===== src/rtl/id_stage_pipe_pkg.sv =====
// Shared encodings and default widths for the instruction-decode stage.
package id_stage_pipe_pkg;

  localparam int DATA_W_DEF = 32;
  localparam int REG_AW_DEF = 5;

  typedef enum logic [1:0] {
    BR_NONE = 2'd0,
    BR_BEQ  = 2'd1,
    BR_BNE  = 2'd2,
    BR_JMP  = 2'd3
  } branch_t;

  typedef enum logic [3:0] {
    EXE_ADD = 4'd0,
    EXE_SUB = 4'd1,
    EXE_AND = 4'd2,
    EXE_OR  = 4'd3,
    EXE_XOR = 4'd4,
    EXE_SLL = 4'd5,
    EXE_SRL = 4'd6,
    EXE_SRA = 4'd7,
    EXE_SLT = 4'd8,
    EXE_NOP = 4'd15
  } exe_cmd_t;

endpackage


===== src/rtl/reg_file_bypass.sv =====
// Register file with two combinational reads, one write port and write-to-read bypass.
module reg_file_bypass
  import id_stage_pipe_pkg::*;
#(
  parameter int DATA_W = DATA_W_DEF,
  parameter int REG_N  = 32,
  parameter int REG_AW = REG_AW_DEF
) (
  input  logic              clk,
  input  logic              rst,
  input  logic [REG_AW-1:0] raddr1,
  input  logic [REG_AW-1:0] raddr2,
  output logic [DATA_W-1:0] rdata1,
  output logic [DATA_W-1:0] rdata2,
  input  logic              we,
  input  logic [REG_AW-1:0] waddr,
  input  logic [DATA_W-1:0] wdata
);

  logic [DATA_W-1:0] mem [REG_N];

  // R0 reads as zero; a same-cycle write to the read index is returned directly.
  function automatic logic [DATA_W-1:0] read_port(logic [REG_AW-1:0] addr);
    if (addr == '0)
      return '0;
    else if (we && (waddr == addr))
      return wdata;
    else
      return mem[addr];
  endfunction

  always_ff @(posedge clk or negedge rst) begin
    if (!rst) begin
      for (int i = 0; i < REG_N; i++) mem[i] <= '0;
    end else if (we && (waddr != '0)) begin
      mem[waddr] <= wdata;
    end
  end

  assign rdata1 = read_port(raddr1);
  assign rdata2 = read_port(raddr2);

endmodule


===== src/rtl/id_stage_pipe.sv =====
// Instruction decode stage: operand read, immediate extension, hazard stall and ID/EX register.
module id_stage_pipe
  import id_stage_pipe_pkg::*;
#(
  parameter int DATA_W = DATA_W_DEF,
  parameter int REG_N  = 32,
  parameter int REG_AW = REG_AW_DEF,
  parameter int FWD_EN = 0
) (
  input  logic              clk,
  input  logic              rst,
  input  logic              in_valid,
  output logic              in_ready,
  input  logic [DATA_W-1:0] pc_in,
  input  logic [31:0]       instr,
  input  logic              ctl_wb_en,
  input  logic              ctl_mem_read,
  input  logic              ctl_mem_write,
  input  logic              ctl_is_imm,
  input  logic              ctl_zero_ext,
  input  logic [1:0]        ctl_branch_type,
  input  logic [3:0]        ctl_exe_cmd,
  input  logic              wb_we,
  input  logic [REG_AW-1:0] wb_dest,
  input  logic [DATA_W-1:0] wb_data,
  input  logic              ex_wb_en,
  input  logic              ex_mem_read,
  input  logic [REG_AW-1:0] ex_dest,
  input  logic              mem_wb_en,
  input  logic [REG_AW-1:0] mem_dest,
  input  logic              flush,
  input  logic              out_ready,
  output logic              out_valid,
  output logic [DATA_W-1:0] out_pc,
  output logic [DATA_W-1:0] out_reg1,
  output logic [DATA_W-1:0] out_reg2,
  output logic [DATA_W-1:0] out_val2,
  output logic [REG_AW-1:0] out_dest,
  output logic [REG_AW-1:0] out_src1,
  output logic [REG_AW-1:0] out_src2,
  output logic              out_wb_en,
  output logic              out_mem_read,
  output logic              out_mem_write,
  output logic [1:0]        out_branch_type,
  output logic [3:0]        out_exe_cmd
);

  logic [REG_AW-1:0] src1_p0, src2_p0, dest_p0;
  logic [DATA_W-1:0] reg1_p0, reg2_p0, imm_p0, val2_p0;
  logic              src2_used_p0, hazard_p0, load_p0, accept_p0;

  function automatic logic [DATA_W-1:0] ext_imm(logic [15:0] imm, logic zext);
    if (zext)
      return {{(DATA_W-16){1'b0}}, imm};
    else
      return {{(DATA_W-16){imm[15]}}, imm};
  endfunction

  function automatic logic src_hit(logic [REG_AW-1:0] src, logic used,
                                   logic [REG_AW-1:0] dst, logic en);
    return used && en && (src != '0) && (src == dst);
  endfunction

  assign src1_p0      = instr[21 +: REG_AW];
  assign src2_p0      = instr[16 +: REG_AW];
  assign dest_p0      = ctl_is_imm ? instr[16 +: REG_AW] : instr[11 +: REG_AW];
  assign src2_used_p0 = ~ctl_is_imm | ctl_mem_write;
  assign imm_p0       = ext_imm(instr[15:0], ctl_zero_ext);
  assign val2_p0      = ctl_is_imm ? imm_p0 : reg2_p0;

  reg_file_bypass #(
    .DATA_W (DATA_W),
    .REG_N  (REG_N),
    .REG_AW (REG_AW)
  ) u_rf (
    .clk    (clk),
    .rst    (rst),
    .raddr1 (src1_p0),
    .raddr2 (src2_p0),
    .rdata1 (reg1_p0),
    .rdata2 (reg2_p0),
    .we     (wb_we),
    .waddr  (wb_dest),
    .wdata  (wb_data)
  );

  // With forwarding only a load in EX cannot be bypassed; without it any pending writer stalls.
  always_comb begin
    hazard_p0 = 1'b0;
    if (in_valid) begin
      if (FWD_EN != 0)
        hazard_p0 = src_hit(src1_p0, 1'b1, ex_dest, ex_wb_en & ex_mem_read)
                  | src_hit(src2_p0, src2_used_p0, ex_dest, ex_wb_en & ex_mem_read);
      else
        hazard_p0 = src_hit(src1_p0, 1'b1, ex_dest, ex_wb_en)
                  | src_hit(src2_p0, src2_used_p0, ex_dest, ex_wb_en)
                  | src_hit(src1_p0, 1'b1, mem_dest, mem_wb_en)
                  | src_hit(src2_p0, src2_used_p0, mem_dest, mem_wb_en);
    end
  end

  assign load_p0   = ~out_valid | out_ready;
  assign in_ready  = load_p0 & ~hazard_p0 & ~flush;
  assign accept_p0 = in_valid & in_ready;

  // ---- p0 -> p1: ID/EX register ----
  always_ff @(posedge clk or negedge rst) begin
    if (!rst) begin
      out_valid       <= 1'b0;
      out_pc          <= '0;
      out_reg1        <= '0;
      out_reg2        <= '0;
      out_val2        <= '0;
      out_dest        <= '0;
      out_src1        <= '0;
      out_src2        <= '0;
      out_wb_en       <= 1'b0;
      out_mem_read    <= 1'b0;
      out_mem_write   <= 1'b0;
      out_branch_type <= '0;
      out_exe_cmd     <= '0;
    end else begin
      if (flush)
        out_valid <= 1'b0;
      else if (load_p0)
        out_valid <= accept_p0;
      if (accept_p0) begin
        out_pc          <= pc_in;
        out_reg1        <= reg1_p0;
        out_reg2        <= reg2_p0;
        out_val2        <= val2_p0;
        out_dest        <= dest_p0;
        out_src1        <= src1_p0;
        out_src2        <= src2_p0;
        out_wb_en       <= ctl_wb_en;
        out_mem_read    <= ctl_mem_read;
        out_mem_write   <= ctl_mem_write;
        out_branch_type <= ctl_branch_type;
        out_exe_cmd     <= ctl_exe_cmd;
      end
    end
  end

endmodule

===== config.mk =====
export PLATFORM = sky130hd
export DESIGN_NAME = id_stage_pipe
export DESIGN_NICKNAME = d
export VERILOG_FILES = /design/src/rtl/id_stage_pipe_pkg.sv /design/src/rtl/reg_file_bypass.sv /design/src/rtl/id_stage_pipe.sv
export SDC_FILE = /design/constraint.sdc
export NUM_CORES = 2
export LEC_CHECK = 0
export ABC_AREA = 1
export ABC_CLOCK_PERIOD_IN_PS = 1400
export BUFFER_PORTS_ARGS = -buffer_cell sky130_fd_sc_hd__buf_2
export CORE_MARGIN = 1
export CORE_UTILIZATION = 57
export DETAILED_ROUTE_END_ITERATION = 12
export PLACE_DENSITY_LB_ADDON = 0.15
export SYNTH_ARGS = -nofsm -noshare
export SYNTH_HDL_FRONTEND = slang
export SYNTH_SLANG_ARGS = --single-unit

===== constraint.sdc =====
create_clock -name clk -period 1.4 [get_ports clk]
set_input_delay 0.28 -clock clk [delete_from_list [all_inputs] [get_ports clk]]
set_output_delay 0.28 -clock clk [all_outputs]
set_load 0.005 [all_outputs]

==> results.sh, run 1 <==
export IMPL_outcome="aborted with a tool error"
export IMPL_lastStage="5_1_grt"
export IMPL_error="[ERROR GRT-0232] Routing congestion too high. Check the congestion heatmap in the GUI."
export IMPL_die_x_um=338
export IMPL_die_h_um=338
export IMPL_root_buffer="clkbuf_16"
export IMPL_cts_made_buffers=133
export IMPL_place_congestion=0.974
export IMPL_grt_worst_endpoint="in_ready"
export IMPL_cts_sinks=1177
export IMPL_start_util=0.578
export IMPL_overflow=171
export IMPL_synthesis_yosys_warnings=0
export IMPL_num_rows=122
export IMPL_antenna_found_initial=33
export IMPL_syn_nets=9080
export IMPL_ys_types=32
export IMPL_syn_area_um2=64300
export IMPL_worstEndpointType="top-level output"
export IMPL_place_inst=11027
export IMPL_io_buffers=277
export IMPL_cts_max_path_buffers=3
export IMPL_grt_usage=0.622
export IMPL_ys_ff_latch=1177
export IMPL_syn_area_per_cell_um2=7.19
export IMPL_io_pins=285
export IMPL_yosysSeqAreaShare=0.458
export IMPL_synthCells=8949
export IMPL_hpwl_mm=169
export IMPL_grt_max_degree=71
export IMPL_h_tree_depth=4
==> what timing repair did <==
action	in CTS
gates resized for setup	277
buffers inserted	114
endpoints found under the setup margin	302
hold buffers	100
gates cloned	26
hold endpoints to repair	1398
pin swaps	51
==> metrics by stage <==
step	instance area [µm²]	setup slack [ns]
global placement	75800	-1.01
detailed placement	75800	-1.02
floorplan	64600	-0.274
CTS	83600	-0.628
==> synthesized netlist by cell type <==
cell type	number	share of area
a221oi_1	1	0.00014
o211ai_1	304	0.035
nor3_1	7	0.00054
inv_2	18	0.0011
nand4_1	2	0.00019
a21boi_1	1	0.00012
nand2_1	2487	0.15
o22ai_1	5	0.00049
clkinv_1	1	0.000058
buf_4	7	0.00082
nor2b_1	1	0.000097
buf_1	85	0.0050
nor4_4	1	0.00033
nand3b_1	2	0.00023
xor2_1	4	0.00054
or2_2	77	0.0075
dfrtp_1	1177	0.46
inv_1	762	0.044
buf_6	5	0.00088
clkbuf_1	463	0.027
nor2_2	6	0.00058
nor2_4	2	0.00035
nand4_2	1	0.00019
nor2_1	251	0.015
xnor2_1	8	0.0011
buf_2	224	0.017
nor3_2	5	0.00078
o21ai_0	1329	0.10
o21ai_1	92	0.0072
o21a_1	1	0.00012
nand3_1	1162	0.090
a21oi_1	458	0.036
==> cell families after synthesis <==
| kind of cell | Yosys count | synth area share |
|---|---|---|
| XOR/XNOR | 12 | 0.00163 |
| AO/OA/AOI/OAI | 2191 | 0.183 |
| AND/OR/NAND/NOR | 4004 | 0.261 |
| buffers and inverters | 1565 | 0.0967 |
| flip-flops | 1177 | 0.458 |
==> layer usage <==
layer,overflow,track usage
met5,0,0.313
met4,52,0.440
met3,28,0.449
met2,68,0.773
met1,23,0.703
==> inputs of run 2 (changes only) <==
--- a/config.mk
+++ b/config.mk
@@ -6,10 +6,10 @@
 export NUM_CORES = 2
 export LEC_CHECK = 0
 export ABC_AREA = 1
-export ABC_CLOCK_PERIOD_IN_PS = 1400
+export ABC_CLOCK_PERIOD_IN_PS = 1800
 export BUFFER_PORTS_ARGS = -buffer_cell sky130_fd_sc_hd__buf_2
 export CORE_MARGIN = 1
-export CORE_UTILIZATION = 57
+export CORE_UTILIZATION = 40
 export DETAILED_ROUTE_END_ITERATION = 12
 export PLACE_DENSITY_LB_ADDON = 0.15
 export SYNTH_ARGS = -nofsm -noshare
==> constraint.sdc (replaced) <==
create_clock -name clk -period 1.8 [get_ports clk]
set_input_delay 0.36 -clock clk [delete_from_list [all_inputs] [get_ports clk]]
set_output_delay 0.36 -clock clk [all_outputs]
set_load 0.005 [all_outputs]
==> results.sh, run 2 <==
export IMPL_drc=0
export IMPL_cts_tree="yes"
export IMPL_cts_max_path_buffers=3
export IMPL_drtPass1Iterations=10
export IMPL_yosys_area_share_simple=0.261
export IMPL_layout_commonest_cell="nand2_1"
export IMPL_largest_register_ffs=1024
export IMPL_cpPeakStageDelay_ns=0.39
export IMPL_crit_buf_inv=1
export IMPL_fin_skew_ns=0.0288
export IMPL_min_path_type="input port to flop"
export IMPL_drv_slew=0
export IMPL_first_global_vias=60760
export IMPL_via_count=66290
export IMPL_ys_ff_latch=1177
export IMPL_grt_pass1_wl_mm=412
export IMPL_wl_per_cell_um=24.1
export IMPL_worstPathRequired_ns=1.44
export IMPL_grt_usage=0.339
export IMPL_powerDensity_nw_per_um2=1030
export IMPL_cp_end_kind="primary output"
export IMPL_die_x_um=403
export IMPL_syn_nets=9080
export IMPL_path_cells="a21oi_2 > o21a_1 > buf_2"
export IMPL_startpoint_type="flop"
export IMPL_worstPathMaxFanout=2
export IMPL_clkLatencyLatePin_ns=0.79
export IMPL_syn_area_per_cell_um2=7.19
export IMPL_worst_pin_slew_ns=0.868
export IMPL_area_growth_pct=24.1
export IMPL_io_buffers=277
export IMPL_dieArea_um2=162000
export IMPL_violations="setup timing"
export IMPL_maxSlewHeadroom=0.421
export IMPL_placed_cell_area_um2=73900
export IMPL_p_switching_mw=26.2
export IMPL_worst_setup_path_type="flop to primary output"
export IMPL_die_h_um=403
export IMPL_antenna_found_initial=7
export IMPL_seqPwrFrac=0.421
export IMPL_yosysSeqAreaShare=0.458
export IMPL_overflow=0
export IMPL_wirelength_mm=279
export IMPL_synth_top_area_share=0.458
export IMPL_internal_power_mw=56.4
export IMPL_timing_setup_tns_ns=-0.304
export IMPL_max_freq_ghz=0.494
export IMPL_place_inst=11229
export IMPL_place_congestion=0.921
export IMPL_core_area_um2=159000
export IMPL_synthesis_yosys_warnings=0
export IMPL_netlist_top_cells_count="nand2_1 (2487), o21ai_0 (1329), dfrtp_1 (1177), nand3_1 (1162), inv_1 (762)"
export IMPL_p_leak_nw=38.8
export IMPL_synth_area_leaders="dfrtp_1 (46%), nand2_1 (15%), o21ai_0 (10%)"
export IMPL_finalHoldViolCount=0
export IMPL_critical_path_slowest_cell="dfrtp_1"
export IMPL_synth_edf_count=0
export IMPL_synth_compound_gate_area_share=0.183
export IMPL_muxShareOfSynthArea=0
export IMPL_layout_common_cells="nand2_1 (2449), o21ai_0 (1329), dfrtp_1 (1170)"
export IMPL_yosysMostFrequentCell="nand2_1"
export IMPL_async_flop_share=1.00
export IMPL_cts_clk_slew_worst_paths_ns=0.06
export IMPL_ys_types=32
export IMPL_hpwl_mm=183
export IMPL_h_tree_depth=4
export IMPL_syn_area_um2=64300
export IMPL_num_rows=146
export IMPL_synth_fa_ha_area_frac=0
export IMPL_crit_family="flip-flops"
export IMPL_io_pins=285
export IMPL_via_per_inst=5.73
export IMPL_peakVddDrop_mv=0.656
export IMPL_ys_flop_type="dfrtp_1"
export IMPL_regMostFlops="u_rf.mem"
export IMPL_setup_viol=4
export IMPL_start_util=0.405
export IMPL_power_mw=82.5
export IMPL_cts_made_buffers=139
export IMPL_drt_first_iter_violations=8674
export IMPL_synth_top_family_by_area="simple AND/OR/NAND/NOR gates"
export IMPL_synth_xor_area_share=0.00163
export IMPL_layout_cells_non_filler=11577
export IMPL_stdcell_area_um2=79800
export IMPL_ant_nets=0
export IMPL_synthCells=8949
export IMPL_power_frac_clock=0.360
export IMPL_yosys_area_top_type="dfrtp_1"
export IMPL_final_nets=9525
export IMPL_outcome="finished with violations"
export IMPL_drive_gt1_frac=0.147
export IMPL_swShare=0.317
export IMPL_cp_arrival_ns=1.67
export IMPL_grt_max_degree=64
export IMPL_finalCritPeriodShare=1.13
export IMPL_cts_sinks=1177
export IMPL_rsz0062_at_grt="yes"
export IMPL_root_buffer="clkbuf_16"
export IMPL_finalCriticalPeriod_ns=2.03
export IMPL_p_comb_frac=0.219
export IMPL_worst_slack_ns=-0.225
export IMPL_drv_cap=0
-- run 2: what timing repair did --
| item | CTS | global route |
|---|---|---|
| buffers inserted | 2 | 5 |
| hold buffers | 90 | 0 |
| hold endpoints to repair | 664 | 0 |
| gates resized for setup | 19 | 26 |
| cloned | 0 | 0 |
| setup endpoints to repair | 13 | 31 |
| pin swaps | 1 | 12 |
-- run 2: power by group through the flow --
stage               clock network, mW  registers, mW  logic [mW]
CTS                              30.1           34.6        17.8
global route                     31.1           35.2        20.4
finish                           29.7           34.7        18.1
detailed placement                  0           35.0        17.5
global placement                    0           34.9        17.2
floorplan                           0           34.2        10.6
-- run 2: per-stage QoR --
| stage | utilization | hold WS (ns) | setup slack [ns] |
|---|---|---|---|
| 6_report | 0.502 | 0.0585 | -0.225 |
| 5_1_grt | 0.502 | 0.0430 | -0.278 |
| 4_1_cts | 0.501 | 0.000530 | -0.305 |
| 3_5_place_dp | 0.465 | 0.290 | -0.546 |
| 3_3_place_gp | 0.465 | 0.302 | -0.550 |
| 2_1_floorplan | - | 0.0644 | 0.000419 |
-- run 2: final timing paths --
kind / from / to / slack (ns) / depth (start not counted)
setup / recovery: out_valid$_DFFE_PN0P_ / in_ready / -0.23 / 3
setup reg to reg: u_rf.mem[1023]$_DFFE_PN0P_ / out_val2[31]$_DFFE_PN0P_ / 0.05 / 9
hold / removal: instr[19] / out_src2[3]$_DFFE_PN0P_ / 0.06 / 4
max in group asynchronous: rst / u_rf.mem[1017]$_DFFE_PN0P_ / 0.70 / 4
hold reg to reg: u_rf.mem[1023]$_DFFE_PN0P_ / u_rf.mem[1023]$_DFFE_PN0P_ / 0.39 / 0
min in group asynchronous: rst / u_rf.mem[200]$_DFFE_PN0P_ / 0.10 / 2
-- run 2: worst register-to-register path: cells and delay by family, from the launching register on --
kind             cells  cell delay (ns)
flip-flops           1             0.38
AND/OR/NAND/NOR      9             1.25
-- run 2: logic make-up after synthesis --
family          Yosys count
buf+inv                1565
simple gates           4004
flops                  1177
compound gates         2191
xor+xnor                 12
-- run 2: routing by layer --
layer / up-vias / GRT usage / part of all wire
met5: - / 0 / 0.000093
met4: 4 / 0.122 / 0.038
met3: 597 / 0.0874 / 0.12
met2: 3620 / 0.501 / 0.42
met1: 31805 / 0.477 / 0.42
li1: 30264 / - / -
-- run 2: final cells by class --
cell class | count | area [µm²]
antenna | 2 | 5.00
clock buffer | 205 | 4180
clock inverter | 45 | 578
fill | 15324 | 79100
inverter | 781 | 2970
multi-input combinational | 6207 | 29000
sequential | 1177 | 29500
tap | 2072 | 2590
timing repair buffer | 1088 | 11000
(Power assumes the default switching activity.)
